$ cat src/rtl/pll_rst_pkg.sv
// Shared types and width helpers for the PLL lock / fabric reset controller.
package pll_rst_pkg;

    typedef enum logic [1:0] {
        WAIT_LOCK = 2'd0,
        QUALIFY   = 2'd1,
        HOLD      = 2'd2,
        RUN       = 2'd3
    } pll_state_e;

    // Counter width able to hold n-1; never narrower than one bit.
    function automatic int cnt_width(input int n);
        return (n <= 2) ? 1 : $clog2(n);
    endfunction

endpackage

$ cat src/rtl/pll_lock_reset_ctrl_if.sv
// Control/status bundle between the reset controller and its fabric-side user.
interface pll_lock_reset_ctrl_if #(
    parameter int CNT_W = 8
);
    logic             pll_lock;
    logic             sw_rst_req;
    logic             clr_cnt;
    logic             sys_reset;
    logic             ready;
    logic             loss_irq;
    logic [CNT_W-1:0] loss_cnt;

    modport master (
        output pll_lock, sw_rst_req, clr_cnt,
        input  sys_reset, ready, loss_irq, loss_cnt
    );

    modport slave (
        input  pll_lock, sw_rst_req, clr_cnt,
        output sys_reset, ready, loss_irq, loss_cnt
    );
endinterface

$ cat src/rtl/lock_sync.sv
// Multi-flop single-bit synchroniser, cleared asynchronously by rst.
module lock_sync #(
    parameter int STAGES = 2
) (
    input  logic clk,
    input  logic rst,
    input  logic d_i,
    output logic q_o
);
    logic [STAGES-1:0] sync_q;

    // Shift the asynchronous input through the synchroniser chain.
    always_ff @(posedge clk or posedge rst) begin
        if (rst) begin
            sync_q <= '0;
        end else begin
            sync_q <= {sync_q[STAGES-2:0], d_i};
        end
    end

    assign q_o = sync_q[STAGES-1];
endmodule

$ cat src/rtl/pll_lock_reset_ctrl.sv
// Qualifies PLL lock and generates the fabric system reset, with lock-loss tracking.
module pll_lock_reset_ctrl
    import pll_rst_pkg::*;
#(
    parameter int SYNC_STAGES        = 2,
    parameter int LOCK_STABLE_CYCLES = 1024,
    parameter int RESET_HOLD_CYCLES  = 16,
    parameter int CNT_W              = 8
) (
    input  logic                  clk,
    input  logic                  rst,
    pll_lock_reset_ctrl_if.slave  bus
);
    localparam int QW = cnt_width(LOCK_STABLE_CYCLES);
    localparam int HW = cnt_width(RESET_HOLD_CYCLES);
    localparam logic [QW-1:0]    QUAL_LAST = QW'(LOCK_STABLE_CYCLES - 1);
    localparam logic [HW-1:0]    HOLD_LAST = HW'(RESET_HOLD_CYCLES - 1);
    localparam logic [CNT_W-1:0] CNT_MAX   = {CNT_W{1'b1}};

    logic             lock_s;
    logic             loss_event_s;
    pll_state_e       state_q, state_d;
    logic [QW-1:0]    qual_q, qual_d;
    logic [HW-1:0]    hold_q, hold_d;
    logic             sys_reset_q, sys_reset_d;
    logic             ready_q, ready_d;
    logic             loss_irq_q, loss_irq_d;
    logic [CNT_W-1:0] loss_cnt_q, loss_cnt_d;

    lock_sync #(.STAGES(SYNC_STAGES)) u_lock_sync (
        .clk (clk),
        .rst (rst),
        .d_i (bus.pll_lock),
        .q_o (lock_s)
    );

    // State and qualify/hold counter registers.
    always_ff @(posedge clk or posedge rst) begin
        if (rst) begin
            state_q <= WAIT_LOCK;
            qual_q  <= '0;
            hold_q  <= '0;
        end else begin
            state_q <= state_d;
            qual_q  <= qual_d;
            hold_q  <= hold_d;
        end
    end

    // Next-state logic; entering QUALIFY already counts the first high sample.
    always_comb begin
        state_d = state_q;
        qual_d  = qual_q;
        hold_d  = hold_q;
        case (state_q)
            WAIT_LOCK: begin
                qual_d = '0;
                hold_d = '0;
                if (lock_s) begin
                    if (LOCK_STABLE_CYCLES == 1) begin
                        state_d = HOLD;
                    end else begin
                        state_d = QUALIFY;
                        qual_d  = QW'(1'b1);
                    end
                end else begin
                    state_d = WAIT_LOCK;
                end
            end
            QUALIFY: begin
                if (!lock_s) begin
                    state_d = WAIT_LOCK;
                    qual_d  = '0;
                end else if (qual_q == QUAL_LAST) begin
                    state_d = HOLD;
                    qual_d  = '0;
                    hold_d  = '0;
                end else begin
                    qual_d = qual_q + QW'(1'b1);
                end
            end
            HOLD: begin
                if (!lock_s) begin
                    state_d = WAIT_LOCK;
                    hold_d  = '0;
                end else if (hold_q == HOLD_LAST) begin
                    state_d = RUN;
                    hold_d  = '0;
                end else begin
                    hold_d = hold_q + HW'(1'b1);
                end
            end
            RUN: begin
                if (!lock_s) begin
                    state_d = WAIT_LOCK;
                end else if (bus.sw_rst_req) begin
                    state_d = HOLD;
                    hold_d  = '0;
                end else begin
                    state_d = RUN;
                end
            end
            default: begin
                state_d = WAIT_LOCK;
                qual_d  = '0;
                hold_d  = '0;
            end
        endcase
    end

    // Output decode from the next state so outputs move on the state edge.
    always_comb begin
        loss_event_s = (state_q == RUN) && !lock_s;
        sys_reset_d  = (state_d != RUN);
        ready_d      = (state_d == RUN);
        loss_irq_d   = loss_event_s;
        if (loss_event_s) begin
            if (bus.clr_cnt) begin
                loss_cnt_d = CNT_W'(1'b1);
            end else if (loss_cnt_q == CNT_MAX) begin
                loss_cnt_d = loss_cnt_q;
            end else begin
                loss_cnt_d = loss_cnt_q + CNT_W'(1'b1);
            end
        end else if (bus.clr_cnt) begin
            loss_cnt_d = '0;
        end else begin
            loss_cnt_d = loss_cnt_q;
        end
    end

    // Output registers; SYS_RESET is preset so it cannot glitch low during reset.
    always_ff @(posedge clk or posedge rst) begin
        if (rst) begin
            sys_reset_q <= 1'b1;
            ready_q     <= 1'b0;
            loss_irq_q  <= 1'b0;
            loss_cnt_q  <= '0;
        end else begin
            sys_reset_q <= sys_reset_d;
            ready_q     <= ready_d;
            loss_irq_q  <= loss_irq_d;
            loss_cnt_q  <= loss_cnt_d;
        end
    end

    assign bus.sys_reset = sys_reset_q;
    assign bus.ready     = ready_q;
    assign bus.loss_irq  = loss_irq_q;
    assign bus.loss_cnt  = loss_cnt_q;
endmodule

$ cat src/flat_wrapper.sv
// flat-port wrapper written by rule: the top's interface ports become plain ports
module pll_lock_reset_ctrl_flat import pll_rst_pkg::*;
#(
    parameter int SYNC_STAGES        = 2,
    parameter int LOCK_STABLE_CYCLES = 1024,
    parameter int RESET_HOLD_CYCLES  = 16,
    parameter int CNT_W              = 8
)
  (clk, rst, bus_pll_lock, bus_sw_rst_req, bus_clr_cnt, bus_sys_reset, bus_ready, bus_loss_irq, bus_loss_cnt);
  pll_lock_reset_ctrl_if #(.CNT_W(CNT_W)) bus_i ();
  input  logic clk;
  input  logic rst;
  input wire logic [$bits(bus_i.pll_lock)-1:0] bus_pll_lock;
  input wire logic [$bits(bus_i.sw_rst_req)-1:0] bus_sw_rst_req;
  input wire logic [$bits(bus_i.clr_cnt)-1:0] bus_clr_cnt;
  output wire logic [$bits(bus_i.sys_reset)-1:0] bus_sys_reset;
  output wire logic [$bits(bus_i.ready)-1:0] bus_ready;
  output wire logic [$bits(bus_i.loss_irq)-1:0] bus_loss_irq;
  output wire logic [$bits(bus_i.loss_cnt)-1:0] bus_loss_cnt;
  assign bus_i.pll_lock = bus_pll_lock;
  assign bus_i.sw_rst_req = bus_sw_rst_req;
  assign bus_i.clr_cnt = bus_clr_cnt;
  assign bus_sys_reset = bus_i.sys_reset;
  assign bus_ready = bus_i.ready;
  assign bus_loss_irq = bus_i.loss_irq;
  assign bus_loss_cnt = bus_i.loss_cnt;
  pll_lock_reset_ctrl #(.SYNC_STAGES(SYNC_STAGES), .LOCK_STABLE_CYCLES(LOCK_STABLE_CYCLES), .RESET_HOLD_CYCLES(RESET_HOLD_CYCLES), .CNT_W(CNT_W)) u_core (.clk(clk), .rst(rst), .bus(bus_i));
endmodule
$ cat config.mk
export PLATFORM = sky130hd
export DESIGN_NAME = pll_lock_reset_ctrl_flat
export DESIGN_NICKNAME = d
export VERILOG_FILES = /design/src/rtl/pll_rst_pkg.sv /design/src/rtl/pll_lock_reset_ctrl_if.sv /design/src/rtl/lock_sync.sv /design/src/rtl/pll_lock_reset_ctrl.sv /design/src/flat_wrapper.sv
export SDC_FILE = /design/constraint.sdc
export NUM_CORES = 1
export LEC_CHECK = 0
export CORE_MARGIN = 10
export CORE_UTILIZATION = 40
export CTS_CLUSTER_SIZE = 25
export DETAILED_ROUTE_END_ITERATION = 8
export PLACE_DENSITY = 0.6
export SYNTH_ARGS = -nofsm -noshare
export SYNTH_HDL_FRONTEND = slang
export SYNTH_SLANG_ARGS = --single-unit
$ cat constraint.sdc
create_clock -name clk -period 2.9 [get_ports clk]
set_input_delay 0.87 -clock clk [delete_from_list [all_inputs] [get_ports clk]]
set_output_delay 0.87 -clock clk [all_outputs]
set_load 0.02 [all_outputs]
== Yosys cells after proc, flatten, opt, wreduce, memory -nomap -nowiden ==
Cells that the tools add are included.
Operators by class
  $add $sub $neg: 3
  equal/unequal tests: 13
  muxes and demuxes: 23
  reduce and logical (&&, ||, !) cells: 7
Operators with widths (count)
  two-way mux 8 bit: 4
  two-way mux 4 bit: 6
  two-way mux 10 bit: 2
  one-hot mux 10 bit (2 select lines): 1
  one-hot mux 4 bit (4 select lines): 1
  adder 10 x 1 -> 10 bit, second input constant: 1
  == test 10 bit, second input constant: 1
  two-way mux 2 bit: 5
  != test 2 bit, second input constant: 5
  adder 8 x 1 -> 8 bit, second input constant: 1
  == test 8 bit, second input constant: 1
  one-hot mux 2 bit (4 select lines): 1
  == test 2 bit, second input constant: 3
  adder 4 x 1 -> 4 bit, second input constant: 1
  == test 4 bit, second input constant: 1
  AND reduction 4 bit: 1
  nonzero test 2 bit: 2
  two-way mux 1 bit: 3
  == test 2 x 1 -> 1 bit, second input constant: 1
  logical NOT 2 bit: 1
  != test 2 x 1 -> 1 bit, second input constant: 1
  AND reduction 2 bit: 1
  logical AND 1 bit: 1
  logical NOT 1 bit: 1
Storage, ports and cells
  register bits after elaboration: 29
  input bits: 5
  logic and storage cells: 54

== Depth between registers and ports, before layout ==
Gate-level depths: netlist of the first run.
  word-level depth: 5
  depth in mapped cells: 6
  mapped depth without buffers: 5

== Modules after synthesis ==
Synthesis of the first run repeated with hierarchy kept, for this count alone.
Second synthesis, totals
  cells, all modules: 152
  area total of the unflattened synthesis: 1497.7 um2
By module, submodules not included
  pll_lock_reset_ctrl: instances 1, cells each 149, area each 1443.9 um2
  lock_sync: instances 1, cells each 3, area each 53.8 um2

== Worst setup path after synthesis of the first run ==
Ideal clock, no wire load.
  path kind: register -> register
  start point: reg u_core.loss_cnt_q[0], in the netlist u_core.bus.loss_cnt[0]
  end point: reg u_core.loss_cnt_q[5], in the netlist u_core.bus.loss_cnt[5]
  data arrival time: 1.691 ns
  required time: 2.822 ns
  setup slack: 1.132 ns
  stages on the path, launching flop included: 6
  path buffers: 0
  cells stage by stage: dfrtp_1 -> ha_1 -> and2_1 -> nor3b_1 -> or4_1 -> a21oi_1
Between the ends
  word-level cells in the longest chain between the ends: 4
RTL lines
  from (decl): line pll_lock_reset_ctrl.sv:28  | logic [CNT_W-1:0] loss_cnt_q, loss_cnt_d;
  from (signal assigned): line pll_lock_reset_ctrl.sv:143  | loss_cnt_q <= loss_cnt_d;
  adder 8 x 1 -> 8 bit: line pll_lock_reset_ctrl.sv:123  | loss_cnt_d = loss_cnt_q + CNT_W'(1'b1);
  two-way mux 8 bit: line pll_lock_reset_ctrl.sv:120  | end else if (loss_cnt_q == CNT_MAX) begin
  two-way mux 8 bit: line pll_lock_reset_ctrl.sv:118  | if (bus.clr_cnt) begin
  two-way mux 8 bit: line pll_lock_reset_ctrl.sv:117  | if (loss_event_s) begin
Several ways; a longest one is shown, not always the timed one. The select of a mux whose other input is x is not followed.
A chain may end at the register's enable or synchronous reset.

== Worst setup path in the final report of the first run ==
  start point: reg u_core.loss_cnt_q[0], in the netlist u_core.bus.loss_cnt[0]
  end point: out bus_loss_cnt[0]
RTL lines
  to (decl): line flat_wrapper.sv:19  | output wire logic [$bits(bus_i.loss_cnt)-1:0] bus_loss_cnt;
No word-level cell between the ends.

==> key figures, run 1 <==
Min path
  – Worst hold stages: 0
  – Worst Hold Launch: u_core.u_lock_sync.sync_q[0]
  – HP Class: reg2reg
  – Hold EP: u_core.u_lock_sync.sync_q[1]

Clock tree
  – Clock Tree Root: clkbuf_8
  – Hold-fix buffers at CTS: 0
  – Clk Latency, worst-skew pair: about 0.28 ns
  – # Post-CTS Setup Buffers: 0
  – Cts bufs inserted: 5
  – Post-CTS sizing: 0
  – H-tree depth: 2
  – Max Buffers Root-to-Sink: 2
  – Clk sinks: 29
  – CTS tree: done
  – Clock-pin slew on the worst setup and hold paths: roughly 0.060 ns

Global route
  – Initial antenna violation count: 0
  – Vias in the first global route: between 1,000 and 1,500
  – GR Overflow Total: 0
  – Largest net degree at the start of global routing: 30
  – All-Layer GR Usage: 0.0979
  – Global-route wire length before repair: 4980 um

Die
  – Die Y: ~81 um
  – Number of I/O pins: 16
  – Die area: 0.00653 mm2
  – Initial Utilization: 0.410
  – Core ar.: 0.00361 mm2
  – Num rows: 22
  – Die X-Extent: around 81 um

Timing
  – Max frequency: 443 MHz
  – Max transition margin: 0.597
  – Actual slew at the worst max-slew pin: 0.605 ns
  – Final setup fails: 0
  – Period utilization: 0.778
  – Final Max Slew Viols: 0
  – Setup TNS: 0 ns
  – Final Hold Viols: 0
  – Final Skew: 0.00586 ns
  – Crit path time final: approximately 2.3 ns
  – RSZ-0062 raised after global routing: false

Setup path
  – CP peak stage delay: 0.65 ns
  – Buffers & Inverters on Critical Path: 1
  – Startpoint Class: flip-flop
  – Critical path's slowest cell: clkdlybuf4s50_1
  – Worst Path Required: slightly above 2 ns
  – Crit path capture type: primary output
  – R2r setup slk: 0.98 ns
  – R2r worst-path depth: 4
  – R2r startpoint: u_core.state_q[1]
  – Crit Path Class: reg2out
  – Worst-path fanout max: 5
  – Worst-path cell chain: clkdlybuf4s50_1
  – CP arrival: 1.39 ns
  – CP delay by family, top: buffers and inverters
  – R2R Path End: u_core.bus.loss_cnt[5]

Route
  – Post-DR vias/cell: 5.54
  – Routed Antenna Nets: 0
  – Starting DRT DRC Count: 51
  – WL final: 3010 um
  – Vias: 1,197
  – Iteration count of the initial detailed-routing pass: 5
  – DRC: 0
  – Avg WL per Cell: 13.9 um

Placement
  – DPL Wire Length: ~2200 um
  – IO buf count: 15
  – Final Wtd Congestion: between 0.7 and 0.8
  – Placed cell areas: 0.00166 mm2

Finish
  – Final Util: 0.490
  – Layout area overhead: 19.5%
  – Nets: roughly 180
  – Layout cells sized above 1: 0.0952
  – Diode count: 0
  – Fill count: 339
  – Final Cell Area: ~0.0018 mm2
  – Storage element area: 727 um2
  – Area of the multi-input gates: between 600 and 700 um2

Synthesis
  – Synthesized net count: between 150 and 200
  – Post-synth top flop: dfrtp_1
  – Post-Syn Area per Cell: 9.79 um2
  – Synth area leader: dfrtp_1
  – Sequential share of the synthesized area: 0.492
  – Seq cells post-synth: 29
  – Cells after Synth: 151
  – Top cell type's share of synthesized area: 0.474
  – EDFF count, synth: 0
  – Synth Cell Area: ~0.0015 mm2
  – Yosys cell types: 47
  – Ys Warns: 0
  – Ys async rst share: 1.00
  – Ranking of synthesized cells by area: dfrtp_1 47%, o21ai_0 4.1%, nand2_1 3.0%

Pwr
  – Max VDD drop: 257 uV
  – PwrDens: 482 mW/mm2
  – Leakage: 0.775 nW

Status
  – Status: completed

Job
  – Max_cap viols: 0
## layer usage
metal,GRT usage,up-vias,wire [um]
met5,0,-,0
met2,0.151,19,1450
li1,-,584,-
met3,0.0397,6,158
met4,0.0467,0,57
met1,0.116,588,1350
## cells in the final DEF, fill, tap and decap left out, types with 3 or more instances in the layout
| master | n |
|---|---|
| o21ai_0 | 12 |
| nand3b_1 | 3 |
| a31oi_1 | 4 |
| clkdlybuf4s50_1 | 15 |
| nand3_1 | 6 |
| dfrtp_1 | 28 |
| o31ai_1 | 3 |
| nor2_1 | 8 |
| clkbuf_8 | 5 |
| ha_1 | 3 |
| nand2_1 | 12 |
| a21oi_1 | 8 |
| inv_1 | 8 |
| and3_1 | 4 |
| nand4_1 | 4 |
## where the power goes
group | total [mW] | internal [mW] | switching (mW)
clock | 0.404 | 0.254 | 0.150
combinational | 0.0318 | 0.0126 | 0.0192
sequential | 0.414 | 0.409 | 0.00551
## stage by stage
stage / hold slack (ns) / total power, mW / std cells / worst slack (ns)
CTS: 0.374 / 0.864 / 216 / 0.630
global route: 0.387 / 0.889 / 216 / 0.589
floorplan: 0.331 / 0.442 / 151 / 1.13
finish: 0.374 / 0.851 / 216 / 0.642
detailed placement: 0.358 / 0.454 / 208 / 0.884
global placement: 0.347 / 0.454 / 208 / 0.924
## area by class of cell
cell class                 count  share of cell area
inverter                       8              0.0170
tap                           48              0.0340
sequential                    29               0.412
multi-input combinational    107               0.387
clock inverter                 2              0.0198
clock buffer                   6              0.0411
timing repair buffer          16              0.0893
## sequential cells by signal (all words and copies together), names as in the netlist
register	cells
u_core.u_lock_sync.sync_q	2
u_core.bus.ready	1
u_core.bus.sys_reset	1
u_core.state_q	2
u_core.hold_q	4
u_core.qual_q	10
u_core.bus.loss_cnt	8
u_core.bus.loss_irq	1
## worst max path at each step
stage                           start                     end  slack (ns)  cells past startpoint
2_1_floorplan  u_core.bus.loss_cnt[0]  u_core.bus.loss_cnt[5]        1.13                      5
3_3_place_gp           bus_sw_rst_req        u_core.hold_q[0]        0.92                      4
3_5_place_dp           bus_sw_rst_req        u_core.hold_q[0]        0.88                      4
4_1_cts        u_core.bus.loss_cnt[0]         bus_loss_cnt[0]        0.63                      1
5_1_grt        u_core.bus.loss_cnt[0]         bus_loss_cnt[0]        0.59                      1
6_report       u_core.bus.loss_cnt[0]         bus_loss_cnt[0]        0.64                      1
## logic make-up (layout without fill, tap and decap cells)
group	count (synthesis)	in the layout	synth area share
simple gates	58	58	0.229
compound gates	41	41	0.175
flops	29	29	0.492
buf+inv	15	32	0.0457
fa+ha+maj	3	3	0.0254
mux	3	3	0.0212
xor+xnor	2	2	0.0119
## synth_stat cells (2+ instances only)
| library cell | instances |
|---|---|
| o31ai_1 | 3 |
| dfrtp_1 | 28 |
| nor3_1 | 2 |
| nand3b_1 | 3 |
| or4_1 | 2 |
| nor2_1 | 8 |
| a31oi_1 | 4 |
| o21a_1 | 2 |
| nand3_1 | 6 |
| xor2_1 | 2 |
| o211ai_1 | 2 |
| or3_2 | 2 |
| a22o_1 | 2 |
| nand2_1 | 12 |
| inv_1 | 8 |
| nand4_1 | 4 |
| a21oi_1 | 8 |
| o21ai_0 | 12 |
| and2_1 | 2 |
| clkbuf_1 | 4 |
| nand2b_1 | 2 |
| ha_1 | 3 |
| mux2i_1 | 2 |
| and3_1 | 4 |
| or3_1 | 2 |
Power figures use the tool's default switching activity.
==> inputs of run 2 (changes only) <==
--- a/config.mk
+++ b/config.mk
@@ -9,7 +9,7 @@
 export CORE_UTILIZATION = 40
 export CTS_CLUSTER_SIZE = 25
 export DETAILED_ROUTE_END_ITERATION = 8
-export PLACE_DENSITY = 0.6
+export PLACE_DENSITY = 0.62
 export SYNTH_ARGS = -nofsm -noshare
 export SYNTH_HDL_FRONTEND = slang
 export SYNTH_SLANG_ARGS = --single-unit
==> constraint.sdc (replaced) <==
create_clock -name clk -period 1.88 [get_ports clk]
set_input_delay 0.564 -clock clk [delete_from_list [all_inputs] [get_ports clk]]
set_output_delay 0.564 -clock clk [all_outputs]
set_load 0.02 [all_outputs]
==> key figures, run 2 (same netlist as run 1, synthesis figures left out) <==
Min path
  – Hold EP: u_core.u_lock_sync.sync_q[1] (unchanged)
  – HP Class: reg2reg (unchanged)
  – Worst hold stages: 0 (unchanged)
  – Worst Hold Launch: u_core.u_lock_sync.sync_q[0] (unchanged)

Setup path
  – R2R Path End: u_core.bus.loss_cnt[5] (unchanged)
  – R2r worst-path depth: 5 (was 4)
  – Worst Path Required: 1.32 ns (was 2.03 ns)
  – Crit Path Class: reg2out (unchanged)
  – Critical path depth in cells: 1 (unchanged)
  – Critical path's slowest cell: clkdlybuf4s50_1 (unchanged)
  – Startpoint Class: flip-flop (unchanged)
  – Buffers & Inverters on Critical Path: 1 (unchanged)
  – CP peak stage delay: 0.60 ns (was 0.65 ns)
  – R2r setup slk: 0.12 ns (was 0.98 ns)
  – CP delay by family, top: buffers and inverters (unchanged)
  – Worst-path fanout max: 1 (was 5)
  – CP arrival: 1.20 ns (was 1.39 ns)
  – Crit path capture type: primary output (unchanged)
  – Worst-path cell chain: clkdlybuf4s50_1 (unchanged)
  – R2r startpoint: u_core.bus.loss_cnt[1] (was u_core.state_q[1])

Finish
  – Nets: 183 (was 175)
  – Final Cell Area: 0.00179 mm2 (was 0.00177 mm2)
  – Diode count: 0 (unchanged)
  – Final Util: 0.497 (was 0.490)
  – Most frequent cells in the layout: 27 x dfrtp_1, 12 x nand2_1, 12 x o21ai_0 (was 28 x dfrtp_1, 15 x clkdlybuf4s50_1, 12 x nand2_1, 12 x o21ai_0)
  – Fill count: 356 (was 339)
  – Max reg flops: 10 (unchanged)
  – Layout area overhead: 21.2% (was 19.5%)
  – Commonest non-fill, non-tap cell in the layout: dfrtp_1 (unchanged)
  – Most flop-heavy register: u_core.qual_q (unchanged)
  – Layout cells sized above 1: 0.142 (was 0.0952)

Route
  – Post-DR vias/cell: 5.37 (was 5.54)
  – DRC: 0 (unchanged)
  – Iteration count of the initial detailed-routing pass: 4 (was 5)
  – Routed Antenna Nets: 0 (unchanged)
  – Vias: 1,202 (was 1,197)
  – Avg WL per Cell: 13.9 um (about the same)
  – WL final: 3110 um (was 3010 um)
  – Starting DRT DRC Count: 130 (was 51)

Die
  – Core ar.: 0.00361 mm2 (unchanged)
  – Num rows: 22 (unchanged)
  – Initial Utilization: 0.410 (unchanged)
  – Die area: 0.00653 mm2 (unchanged)
  – Die Y: 80.8 um (unchanged)
  – Number of I/O pins: 16 (unchanged)
  – Die X-Extent: 80.8 um (unchanged)

Global route
  – Initial antenna violation count: 0 (unchanged)
  – Vias in the first global route: 1,118 (was 1,045)
  – Largest net degree at the start of global routing: 30 (unchanged)
  – All-Layer GR Usage: 0.103 (was 0.0979)
  – GR Overflow Total: 0 (unchanged)
  – Global-route wire length before repair: 5240 um (was 4980 um)

Timing
  – Max frequency: 567 MHz
  – Final Max Slew Viols: 0 (unchanged)
  – Final setup fails: 0 (unchanged)
  – Max transition margin: 0.755 (was 0.597)
  – Period utilization: 0.938
  – Crit path time final: ~1.8 ns
  – Final Hold Viols: 0 (unchanged)
  – Final Skew: 0.0101 ns (was 0.00586 ns)
  – Setup TNS: 0 ns (unchanged)
  – RSZ-0062 raised after global routing: false (unchanged)
  – Actual slew at the worst max-slew pin: 0.367 ns (was 0.605 ns)

Placement
  – DPL Wire Length: 2190 um (was 2170 um)
  – Final Wtd Congestion: 0.786 (was 0.738)
  – Placed cell areas: 0.00171 mm2 (was 0.00166 mm2)
  – IO buf count: 15 (unchanged)

Status
  – Status: completed (unchanged)

Clock tree
  – Clock Tree Root: clkbuf_8 (unchanged)
  – Clk Latency, worst-skew pair: 0.29 ns (was 0.28 ns)
  – Clock-pin slew on the worst setup and hold paths: 0.06 ns (about the same)
  – Hold-fix buffers at CTS: 0 (unchanged)
  – H-tree depth: 2 (unchanged)
  – CTS tree: done (unchanged)
  – Max Buffers Root-to-Sink: 2 (unchanged)
  – Clk sinks: 29 (unchanged)
  – Cts bufs inserted: 5 (unchanged)

Job
  – Max_cap viols: 0 (unchanged)

Pwr
  – Leakage: 0.842 nW (was 0.775 nW)
  – PwrDens: 666 mW/mm2 (was 482 mW/mm2)
  – Max VDD drop: 375 uV (was 257 uV)
==> run 2: cell count changes in the layout (fill, tap and decap cells not counted), sizes merged <==
cell           change
clkinv             +1
clkdlybuf4s50      -9
bufinv             -1
buf                +8
dlygate4sd2        +9
==> run 2: power breakdown <==
part | internal [mW] | switching [mW] | total, mW
registers | 0.631 | 0.00773 | 0.638
logic | 0.0258 | 0.0330 | 0.0587
clock network | 0.256 | 0.240 | 0.496
==> run 2: worst max-delay path by stage <==
stage                      startpoint                      to  slack [ns]
6_report          u_core.bus.loss_irq            bus_loss_irq        0.12
5_1_grt        u_core.bus.loss_cnt[1]  u_core.bus.loss_cnt[5]        0.01
4_1_cts        u_core.bus.loss_cnt[0]  u_core.bus.loss_cnt[5]        0.07
3_5_place_dp   u_core.bus.loss_cnt[0]  u_core.bus.loss_cnt[5]        0.09
3_3_place_gp   u_core.bus.loss_cnt[0]  u_core.bus.loss_cnt[5]        0.15
2_1_floorplan  u_core.bus.loss_cnt[0]  u_core.bus.loss_cnt[5]        0.11
==> run 2: layout make-up <==
cell class              instances  area (um2)  area share
flip-flops and latches         29         728       0.407
multi-input cells             107         683       0.382
repair buffers                 24         206       0.115
clock buffers                   6        72.6      0.0405
well taps                      48        60.1      0.0335
inverters                       8        30.0      0.0168
clock inverters                 2        10.0     0.00559
==> run 2: timing repair <==
item,4_1_cts,5_1_grt
setup buffers,0,1
endpoints found under the setup margin,9,1
pin swaps,0,0
cloned,0,0
resized for setup,9,1
==> run 2: routing by layer <==
layer,up-vias,share of wire,track usage
met2,18,0.46,0.162
met5,-,0,0
met1,583,0.47,0.124
met4,0,0.014,0.0415
li1,595,-,-
met3,6,0.054,0.0397
==> run 2: through the flow <==
step           power [mW]  setup WS (ns)  hold WS [ns]  instances
2_1_floorplan       0.682          0.112         0.331        151
3_3_place_gp        0.708          0.153         0.338        215
3_5_place_dp        0.709         0.0870         0.336        215
4_1_cts              1.21         0.0735         0.350        223
5_1_grt              1.25         0.0104         0.368        224
6_report             1.19          0.116         0.348        224
